File: src/rtl/mcpu_ctrl.sv
// Multi-cycle RV32I control unit: FETCH/DECODE/EXEC/MEM/WB/TRAP sequencing with a bounded memory wait.
// Define MCPU_CTRL_PERF_EN to add the instret and cycle_cnt performance counters.
module mcpu_ctrl #(
    parameter int ALU_W       = 5,
    parameter int MEM_TIMEOUT = 15
) (
    input  logic             clk,
    input  logic             rst_n,
    input  logic [6:0]       OPcode,
    input  logic [2:0]       Fun3,
    input  logic [11:0]      Fun12,
    input  logic             mem_ready,
    input  logic             br_taken,
    output logic [2:0]       state,
    output logic             mem_req,
    output logic             mem_we,
    output logic             iord,
    output logic             ir_write,
    output logic             pc_write,
    output logic [1:0]       pc_src,
    output logic [1:0]       alu_src_a,
    output logic [1:0]       alu_src_b,
    output logic [ALU_W-1:0] alu_control,
    output logic             reg_write,
    output logic [1:0]       mem_to_reg,
    output logic             trap,
    output logic [1:0]       trap_cause
`ifdef MCPU_CTRL_PERF_EN
    ,
    output logic [31:0]      instret,
    output logic [31:0]      cycle_cnt
`endif
);

    typedef enum logic [2:0] {
        S_FETCH  = 3'd0,
        S_DECODE = 3'd1,
        S_EXEC   = 3'd2,
        S_MEM    = 3'd3,
        S_WB     = 3'd4,
        S_TRAP   = 3'd5
    } state_t;

    typedef enum logic [3:0] {
        C_R, C_IALU, C_LOAD, C_STORE, C_BRANCH, C_JAL, C_JALR,
        C_LUI, C_AUIPC, C_ILL, C_ENV, C_MRET
    } cls_t;

    // ALU encoding: {is_compare, funct7[5], funct3}; compare ops carry the branch funct3.
    localparam logic [4:0] ALU_ADD   = 5'd0;
    localparam logic [7:0] WAIT_LAST = 8'(MEM_TIMEOUT - 1);

    state_t     state_q, state_d;
    cls_t       cls_q, dec_cls;
    logic [4:0] op_q, dec_op, alu_op;
    logic [1:0] cause_q, cause_d;
    logic [7:0] wait_cnt;
    logic [6:0] f7;
    logic       timeout;

    assign f7          = Fun12[11:5];
    assign timeout     = !mem_ready && (wait_cnt == WAIT_LAST);
    assign state       = state_q;
    assign alu_control = ALU_W'(alu_op);

    always_comb begin
        dec_cls = C_ILL;
        dec_op  = ALU_ADD;
        case (OPcode)
            7'b0110011: if (f7 == 7'h00 || (f7 == 7'h20 && (Fun3 == 3'b000 || Fun3 == 3'b101))) begin
                dec_cls = C_R;
                dec_op  = {1'b0, f7[5], Fun3};
            end
            7'b0010011: if ((Fun3 == 3'b001 && f7 == 7'h00) ||
                            (Fun3 == 3'b101 && (f7 == 7'h00 || f7 == 7'h20)) ||
                            (Fun3 != 3'b001 && Fun3 != 3'b101)) begin
                dec_cls = C_IALU;
                dec_op  = {1'b0, f7[5] & (Fun3 == 3'b101), Fun3};
            end
            7'b0000011: if (Fun3 != 3'b011 && Fun3 != 3'b110 && Fun3 != 3'b111) dec_cls = C_LOAD;
            7'b0100011: if (Fun3 <= 3'b010) dec_cls = C_STORE;
            7'b1100011: if (Fun3 != 3'b010 && Fun3 != 3'b011) begin
                dec_cls = C_BRANCH;
                dec_op  = {2'b10, Fun3};
            end
            7'b1101111: dec_cls = C_JAL;
            7'b1100111: if (Fun3 == 3'b000) dec_cls = C_JALR;
            7'b0110111: dec_cls = C_LUI;
            7'b0010111: dec_cls = C_AUIPC;
            7'b1110011: if (Fun3 == 3'b000) begin
                if (Fun12 == 12'h000 || Fun12 == 12'h001) dec_cls = C_ENV;
                else if (Fun12 == 12'h302)                dec_cls = C_MRET;
            end
            default: dec_cls = C_ILL;
        endcase
    end

    // Handshake: mem_req stays high in FETCH/MEM until a cycle with mem_ready=1 completes the
    // transfer or the wait counter expires; mem_ready seen in any other state is ignored.
    always_comb begin
        state_d    = state_q;
        cause_d    = cause_q;
        mem_req    = 1'b0;
        mem_we     = 1'b0;
        iord       = 1'b0;
        ir_write   = 1'b0;
        pc_write   = 1'b0;
        pc_src     = 2'd0;
        alu_src_a  = 2'd0;
        alu_src_b  = 2'd0;
        alu_op     = ALU_ADD;
        reg_write  = 1'b0;
        mem_to_reg = 2'd0;
        trap       = 1'b0;
        trap_cause = 2'd0;
        if (rst_n) begin
            case (state_q)
                S_FETCH: begin
                    mem_req = 1'b1;
                    if (mem_ready) begin
                        ir_write = 1'b1;
                        pc_write = 1'b1;
                        state_d  = S_DECODE;
                    end else if (timeout) begin
                        cause_d = 2'd2;
                        state_d = S_TRAP;
                    end
                end
                S_DECODE: begin
                    alu_src_b = 2'd1;
                    case (dec_cls)
                        C_ILL:   begin cause_d = 2'd0; state_d = S_TRAP; end
                        C_ENV:   begin cause_d = 2'd1; state_d = S_TRAP; end
                        C_MRET:  begin cause_d = 2'd3; state_d = S_TRAP; end
                        default: state_d = S_EXEC;
                    endcase
                end
                S_EXEC: begin
                    state_d = S_FETCH;
                    case (cls_q)
                        C_R: begin
                            alu_src_a = 2'd1;
                            alu_op    = op_q;
                            state_d   = S_WB;
                        end
                        C_IALU: begin
                            alu_src_a = 2'd1;
                            alu_src_b = 2'd1;
                            alu_op    = op_q;
                            state_d   = S_WB;
                        end
                        C_LOAD, C_STORE: begin
                            alu_src_a = 2'd1;
                            alu_src_b = 2'd1;
                            state_d   = S_MEM;
                        end
                        C_BRANCH: begin
                            alu_src_a = 2'd1;
                            alu_op    = op_q;
                            pc_write  = br_taken;
                            pc_src    = 2'd1;
                        end
                        C_JAL: begin
                            pc_write   = 1'b1;
                            pc_src     = 2'd1;
                            reg_write  = 1'b1;
                            mem_to_reg = 2'd2;
                        end
                        C_JALR: begin
                            alu_src_a  = 2'd1;
                            alu_src_b  = 2'd1;
                            pc_write   = 1'b1;
                            pc_src     = 2'd1;
                            reg_write  = 1'b1;
                            mem_to_reg = 2'd2;
                        end
                        C_LUI: begin
                            reg_write  = 1'b1;
                            mem_to_reg = 2'd3;
                        end
                        C_AUIPC: begin
                            alu_src_b = 2'd1;
                            state_d   = S_WB;
                        end
                        default: state_d = S_FETCH;
                    endcase
                end
                S_MEM: begin
                    mem_req = 1'b1;
                    iord    = 1'b1;
                    mem_we  = (cls_q == C_STORE);
                    if (mem_ready) begin
                        state_d = (cls_q == C_STORE) ? S_FETCH : S_WB;
                    end else if (timeout) begin
                        cause_d = 2'd2;
                        state_d = S_TRAP;
                    end
                end
                S_WB: begin
                    reg_write  = 1'b1;
                    mem_to_reg = (cls_q == C_LOAD) ? 2'd1 : 2'd0;
                    state_d    = S_FETCH;
                end
                S_TRAP: begin
                    trap       = 1'b1;
                    trap_cause = cause_q;
                    pc_write   = 1'b1;
                    pc_src     = (cause_q == 2'd3) ? 2'd3 : 2'd2;
                    state_d    = S_FETCH;
                end
                default: state_d = S_FETCH;
            endcase
        end
    end

    always_ff @(posedge clk or negedge rst_n) begin
        if (!rst_n) begin
            state_q  <= S_FETCH;
            cls_q    <= C_ILL;
            op_q     <= ALU_ADD;
            cause_q  <= 2'd0;
            wait_cnt <= 8'd0;
        end else begin
            state_q <= state_d;
            cause_q <= cause_d;
            if (state_d != state_q)          wait_cnt <= 8'd0;
            else if (mem_req && !mem_ready) wait_cnt <= wait_cnt + 8'd1;
            if (state_q == S_DECODE) begin
                cls_q <= dec_cls;
                op_q  <= dec_op;
            end
        end
    end

`ifdef MCPU_CTRL_PERF_EN
    // Retirement is any non-trap return to FETCH.
    always_ff @(posedge clk or negedge rst_n) begin
        if (!rst_n) begin
            instret   <= 32'd0;
            cycle_cnt <= 32'd0;
        end else begin
            cycle_cnt <= cycle_cnt + 32'd1;
            if (state_d == S_FETCH &&
                (state_q == S_EXEC || state_q == S_MEM || state_q == S_WB))
                instret <= instret + 32'd1;
        end
    end
`endif

endmodule

File: config.mk
export PLATFORM = sky130hd
export DESIGN_NAME = mcpu_ctrl
export DESIGN_NICKNAME = d
export VERILOG_FILES = /design/src/rtl/mcpu_ctrl.sv
export SDC_FILE = /design/constraint.sdc
export NUM_CORES = 1
export LEC_CHECK = 0
export BUFFER_PORTS_ARGS = -buffer_cell sky130_fd_sc_hd__buf_2
export CAP_MARGIN = 30
export CORE_MARGIN = 1.5
export CORE_UTILIZATION = 50
export DETAILED_ROUTE_END_ITERATION = 16
export PLACE_DENSITY = 0.84
export SLEW_MARGIN = 20
export SYNTH_ARGS = -nofsm -noshare
export SYNTH_HDL_FRONTEND = slang
export SYNTH_SLANG_ARGS = --single-unit
File: constraint.sdc
create_clock -name clk -period 2.2 [get_ports clk]
set_clock_uncertainty 0.05 [all_clocks]
set_input_delay 0.11 -clock clk [delete_from_list [all_inputs] [get_ports clk]]
set_output_delay 0.11 -clock clk [all_outputs]
set_load 0.005 [all_outputs]
Word level (Yosys, flattened, before mapping)
Index checks and enable logic that the tools add are counted.
Operators by class
  add/subtract/negate cells: 1
  magnitude comparators: 1
  eq/ne operators: 43
  muxes and demuxes: 64
  bitwise logic cells: 1
  reduce and logical (&&, ||, !) cells: 34
Operators with widths (count)
  $pmux 4 s10: 1
  $mux 4: 8
  $eq 7x6->1 const B: 4
  $eq 7x7->1 const B: 4
  $mux 1: 22
  $mux 5: 4
  $mux 2: 9
  $mux 3: 6
  $eq 4x3->1 const B: 4
  $eq 4x4->1 const B: 4
  $mux 8: 2
  $pmux 2 s2: 4
  $pmux 5 s3: 1
  $reduce_or 3->1: 5
  $eq 7x5->1 const B: 2
  $eq 12x1->1 const B: 1
  $eq 12x10->1 const B: 1
  $logic_not 12->1: 1
  $pmux 3 s4: 1
  $eq 3x3->1 const B: 3
  $logic_and 1x1->1: 9
  $ne 3x3->1 const B: 3
  $add 8x1->8 const B: 1
  $eq 4x2->1 const B: 2
  28 further kinds: 42
Storage, ports and cells
  flip-flop bits (word level): 22
  input bits: 26
  output and inout port bits: 25
  logic and storage cells: 149

Depth between registers and ports, before layout
  word-level depth: 14
  mapped depth: 8
  mapped depth without buffers: 8

Worst setup path after synthesis
No wires, ideal clock.
  path type: register to register
  start: reg wait_cnt[0]
  end: reg state_q[1] (netlist: state[1])
  library setup time: 0.125 ns
  data arrival time: 1.710 ns
  required time: 2.025 ns
  slack: 0.315 ns
  cell stages (with the launch flop): 9
  buffers on the path: 0
  clock period less this slack: 1.885 ns
  path through: dfrtp_1 inv_1 ha_1 or4b_4 o311ai_0 o31a_1 o21ai_0 nand2_1 o31ai_1
On the way
  word-level cells in the longest chain between the ends: 6
  elaborated cells between the ends (all ways): 7
  classes of those cells: eq/ne: 1; mux: 5; reduce/logical: 1
RTL lines
  start: declaration: line 57  | logic [7:0] wait_cnt;
  start signal: assignment: line 227  | else if (mem_req && !mem_ready) wait_cnt <= wait_cnt + 8'd1;
  $eq 8x4->1 (*): line 62  | assign timeout = !mem_ready && (wait_cnt == WAIT_LAST);
  $logic_and 1x1->1 (*): line 62
  $mux 3 (*): line 124, 194
  $mux 3, on equally long branches: line 192, 120
  $pmux 3 s4 (*): line 117  | case (state_q)
  $mux 3 (*): line 116  | if (rst_n) begin
  net state_d[1]: line 53  | state_t state_q, state_d;
  end signal: assignment: line 224  | state_q <= state_d;
  end: declaration: line 53
The timed path passes the listed nets; every way through them passes the cells marked *.
A chain may end at the register's enable or synchronous reset.

Worst setup path after layout
  start: reg state_q[0] (netlist: state[0])
  end: out alu_control[4]
On the way
  word-level cells in the longest chain between the ends: 3
RTL lines
  $eq 3x2->1: line 117
  $mux 5: line 117
  $mux 5: line 116
  end: declaration: line 23  | output logic [ALU_W-1:0] alu_control,
No other way between the ends.

==> metrics.yaml <==
run_status:
  outcome: "finished clean"
placed_design:
  dp_hpwl_um: 3840
  place_congestion: 0.835
  placed_cells: 349
  placedInstanceArea_mm2: 0.00234
  port_buffers: 48
drt:
  first_iter_violations: 122
  wl_per_cell_um: 14.3
  vias_per_cell: 6.02
  vias: 2132
  drc: 0
  postRouteWirelength_um: 5060
  postRouteAntennaNets: 0
  drt_first_pass_iters: 4
yosys:
  ys.flop_type: "dfrtp_1"
  synth_edf_count: 0
  synthCells: 259
  synthArstFlopShare: 1.00
  syn_area_mm2: 0.00210
  syn_area_per_cell_um2: 8.10
  ys_seq_elements: 22
  ys_types: 69
  yosys_warnings: 0
  ys_seq_area_frac: 0.264
timing:
  slew_headroom: 0.677
  finalCritPeriodShare: 0.926
  fin_crit_ps: 2040
  setup_tns_ps: 0
  fmax_ghz: 0.491
  rsz0062_at_grt: "no"
  finalHoldViolCount: 0
  slew_viol_final: 0
  tightest_slew_ps: 473
  setup_violations: 0
global_routing:
  gr-max-usage-layer: "met2"
  grtUsageMet1: 0.303
  gr-usage-met2: 0.414
  first_global_vias: 1917
  grt_max_degree: 36
  grt_usage: 0.232
  grt_overflow: 0
  grt_pass1_wl_um: 8360
  grt_use_met3: 0.0200
  antenna_found_initial: 0
clock_tree:
  clockBufferDepth: 2
  cts_root_buffer: "clkbuf_8"
  cts_num_sinks: 22
  htreeDepth: 1
  clk_latency_ps: 270
  cts_tree: "yes"
  path_clk_slew_ps: 80
  cts_setup_buffers: 0
  cts_buffers: 3
worst_setup_path:
  start_kind: "register"
  r2r_start: "wait_cnt[0]"
  crit_type: "register to output port"
  crit_required_ps: 2040
  rrSetupSlack_ps: 170
  ff2ff_path_depth: 7
  cp-startpoint: "state[0]"
  r2r-end: "cause_q[0]"
  endpoint: "alu_control[4]"
  worstPathArrival_ps: 1880
  cp_max_fo: 5
  slowest_stage: "or3_1"
  cpPeakStageDelay_ps: 430
  endpoint_kind: "output port"
  cp_cell_sequence: "nand2b_1, or3_1, a21oi_2, nor2b_4, and2_1, buf_2"
final_layout:
  n_antenna_cell: 0
  nNetsFinal: 333
  multi_input_area_mm2: 0.00142
  final_cells: 354
  regArea_um2: 553
  layout-drive-gt1-share: 0.270
  num-fill-cells: 382
  syn2layout_area_growth_pct: 15.7
  postLayoutCoreUtil: 0.603
  stdcell_area_mm2: 0.00243
power:
  leakage_nw: 1.08
  p_per_area_mw_per_mm2: 675
  irDropWorstVdd_uv: 298
floorplan:
  rows: 23
  fp.dieH_um: 67.8
  die_area_mm2: 0.00459
  coreArea_mm2: 0.00403
  io_pins: 51
  die_w_um: 67.8
  initial_core_util: 0.521
job:
  cap_violations: 0
min_path:
  hp-class: "primary input to register"
==> cell type report <==
type	instances	area share
Sequential cell	22	0.228
Timing Repair Buffer	56	0.125
Tap cell	50	0.0258
Clock inverter	1	0.0124
Inverter	6	0.00927
Multi-Input combinational cell	216	0.583
Clock buffer	3	0.0170
==> synthesized netlist by cell type, drive strengths merged, types with 3 or more instances <==
| cell | count | area share |
|---|---|---|
| and2 | 8 | 0.024 |
| nor2 | 29 | 0.052 |
| clkbuf | 11 | 0.039 |
| nor4 | 9 | 0.048 |
| dfrtp | 20 | 0.24 |
| nor3 | 5 | 0.022 |
| nand2 | 32 | 0.058 |
| o31ai | 4 | 0.017 |
| xnor2 | 5 | 0.021 |
| xor2 | 6 | 0.025 |
| nand3 | 9 | 0.021 |
| inv | 6 | 0.011 |
| and3 | 3 | 0.0089 |
| o21ai | 19 | 0.045 |
| nor2b | 5 | 0.018 |
| nand4 | 5 | 0.015 |
| a21boi | 4 | 0.014 |
| a21oi | 12 | 0.029 |
| nor3b | 3 | 0.011 |
| o32ai | 3 | 0.013 |
| buf | 5 | 0.018 |
| a211oi | 4 | 0.017 |
| nand2b | 9 | 0.030 |
==> worst min-delay path by stage <==
stage / start / to / slack, ps / cells past startpoint
after global placement: rst_n / wait_cnt[3] / 120 / 2
final: Fun12[10] / op_q[3] / 80 / 3
after CTS: Fun12[10] / op_q[3] / 90 / 3
after detailed placement: rst_n / wait_cnt[3] / 120 / 2
after floorplan: rst_n / cause_q[0] / -240 / 0
after global routing: Fun12[10] / op_q[3] / 120 / 3
==> layer usage <==
| metal | wire length [um] | vias up |
|---|---|---|
| met2 | 2490 | 63 |
| met5 | 0 | - |
| met1 | 2310 | 1026 |
| li1 | - | 1039 |
| met4 | 42 | 0 |
| met3 | 217 | 4 |
==> logic make-up (layout without fill, tap and decap cells) <==
logic type	Yosys count	in the layout	share of synthesized area
other	1	2	0.00179
muxes	1	1	0.00537
DFF	22	22	0.264
buffers and inverters	22	66	0.0686
adders and majority gates	2	2	0.0119
and+or+nand+nor	132	132	0.379
xor gates and xnor gates	11	11	0.0459
AOI/OAI and AO/OA	68	68	0.224
==> sequential cells by signal, indices dropped and copies added, names as in the netlist <==
signal	count
state	3
op_q	5
cause_q	2
cls_q	4
wait_cnt	8
==> cell usage in the layout, fill, tap and decap left out, types with 3 or more instances in the layout <==
cell and count:
buf_2 48, nand2_1 31, nor2_1 29, dfrtp_1 20, o21ai_0 17, a21oi_1 11
nand3_1 9, nand2b_1 8, and2_1 7, buf_4 7, inv_1 6, nor4_1 6
xor2_1 6, xnor2_1 5, nand4_1 5, a21boi_0 4, nor4_4 3, nor2b_1 3
o31ai_1 3, nor3b_1 3, a211oi_1 3, o32ai_1 3, and3_1 3, clkbuf_8 3
==> timing repair <==
| item | in CTS | in global routing |
|---|---|---|
| resized for setup | 0 | 4 |
| hold endpoints to repair | 20 | 0 |
| endpoints found under the setup margin | 0 | 7 |
| hold buffers | 1 | 0 |
==> report_power, final <==
| group | total (mW) | internal (mW) | switching (mW) | leakage, nW |
|---|---|---|---|---|
| Combinational | 0.705 | 0.291 | 0.414 | 0.748 |
| Sequential | 0.556 | 0.473 | 0.0825 | 0.295 |
| Clock | 0.379 | 0.243 | 0.136 | 0.0357 |
| Total | 1.64 | 1.01 | 0.633 | 1.08 |
==> per-stage QoR <==
step / hold WS, ps / power [mW] / setup slack [ps]
final: 81.0 / 1.64 / 163
after CTS: 88.4 / 1.63 / 0.455
after detailed placement: 125 / 1.25 / 131
after floorplan: -236 / 1.04 / 315
after global placement: 116 / 1.22 / 235
after global routing: 116 / 1.75 / 2.50
==> critical path, delay by kind of cell, from the launching register on <==
kind            cells  cell delay, ps
compound gates      1             170
simple gates        4             960
flops               1             380
buf+inv             1             110
Power figures use the tool's default switching activity.
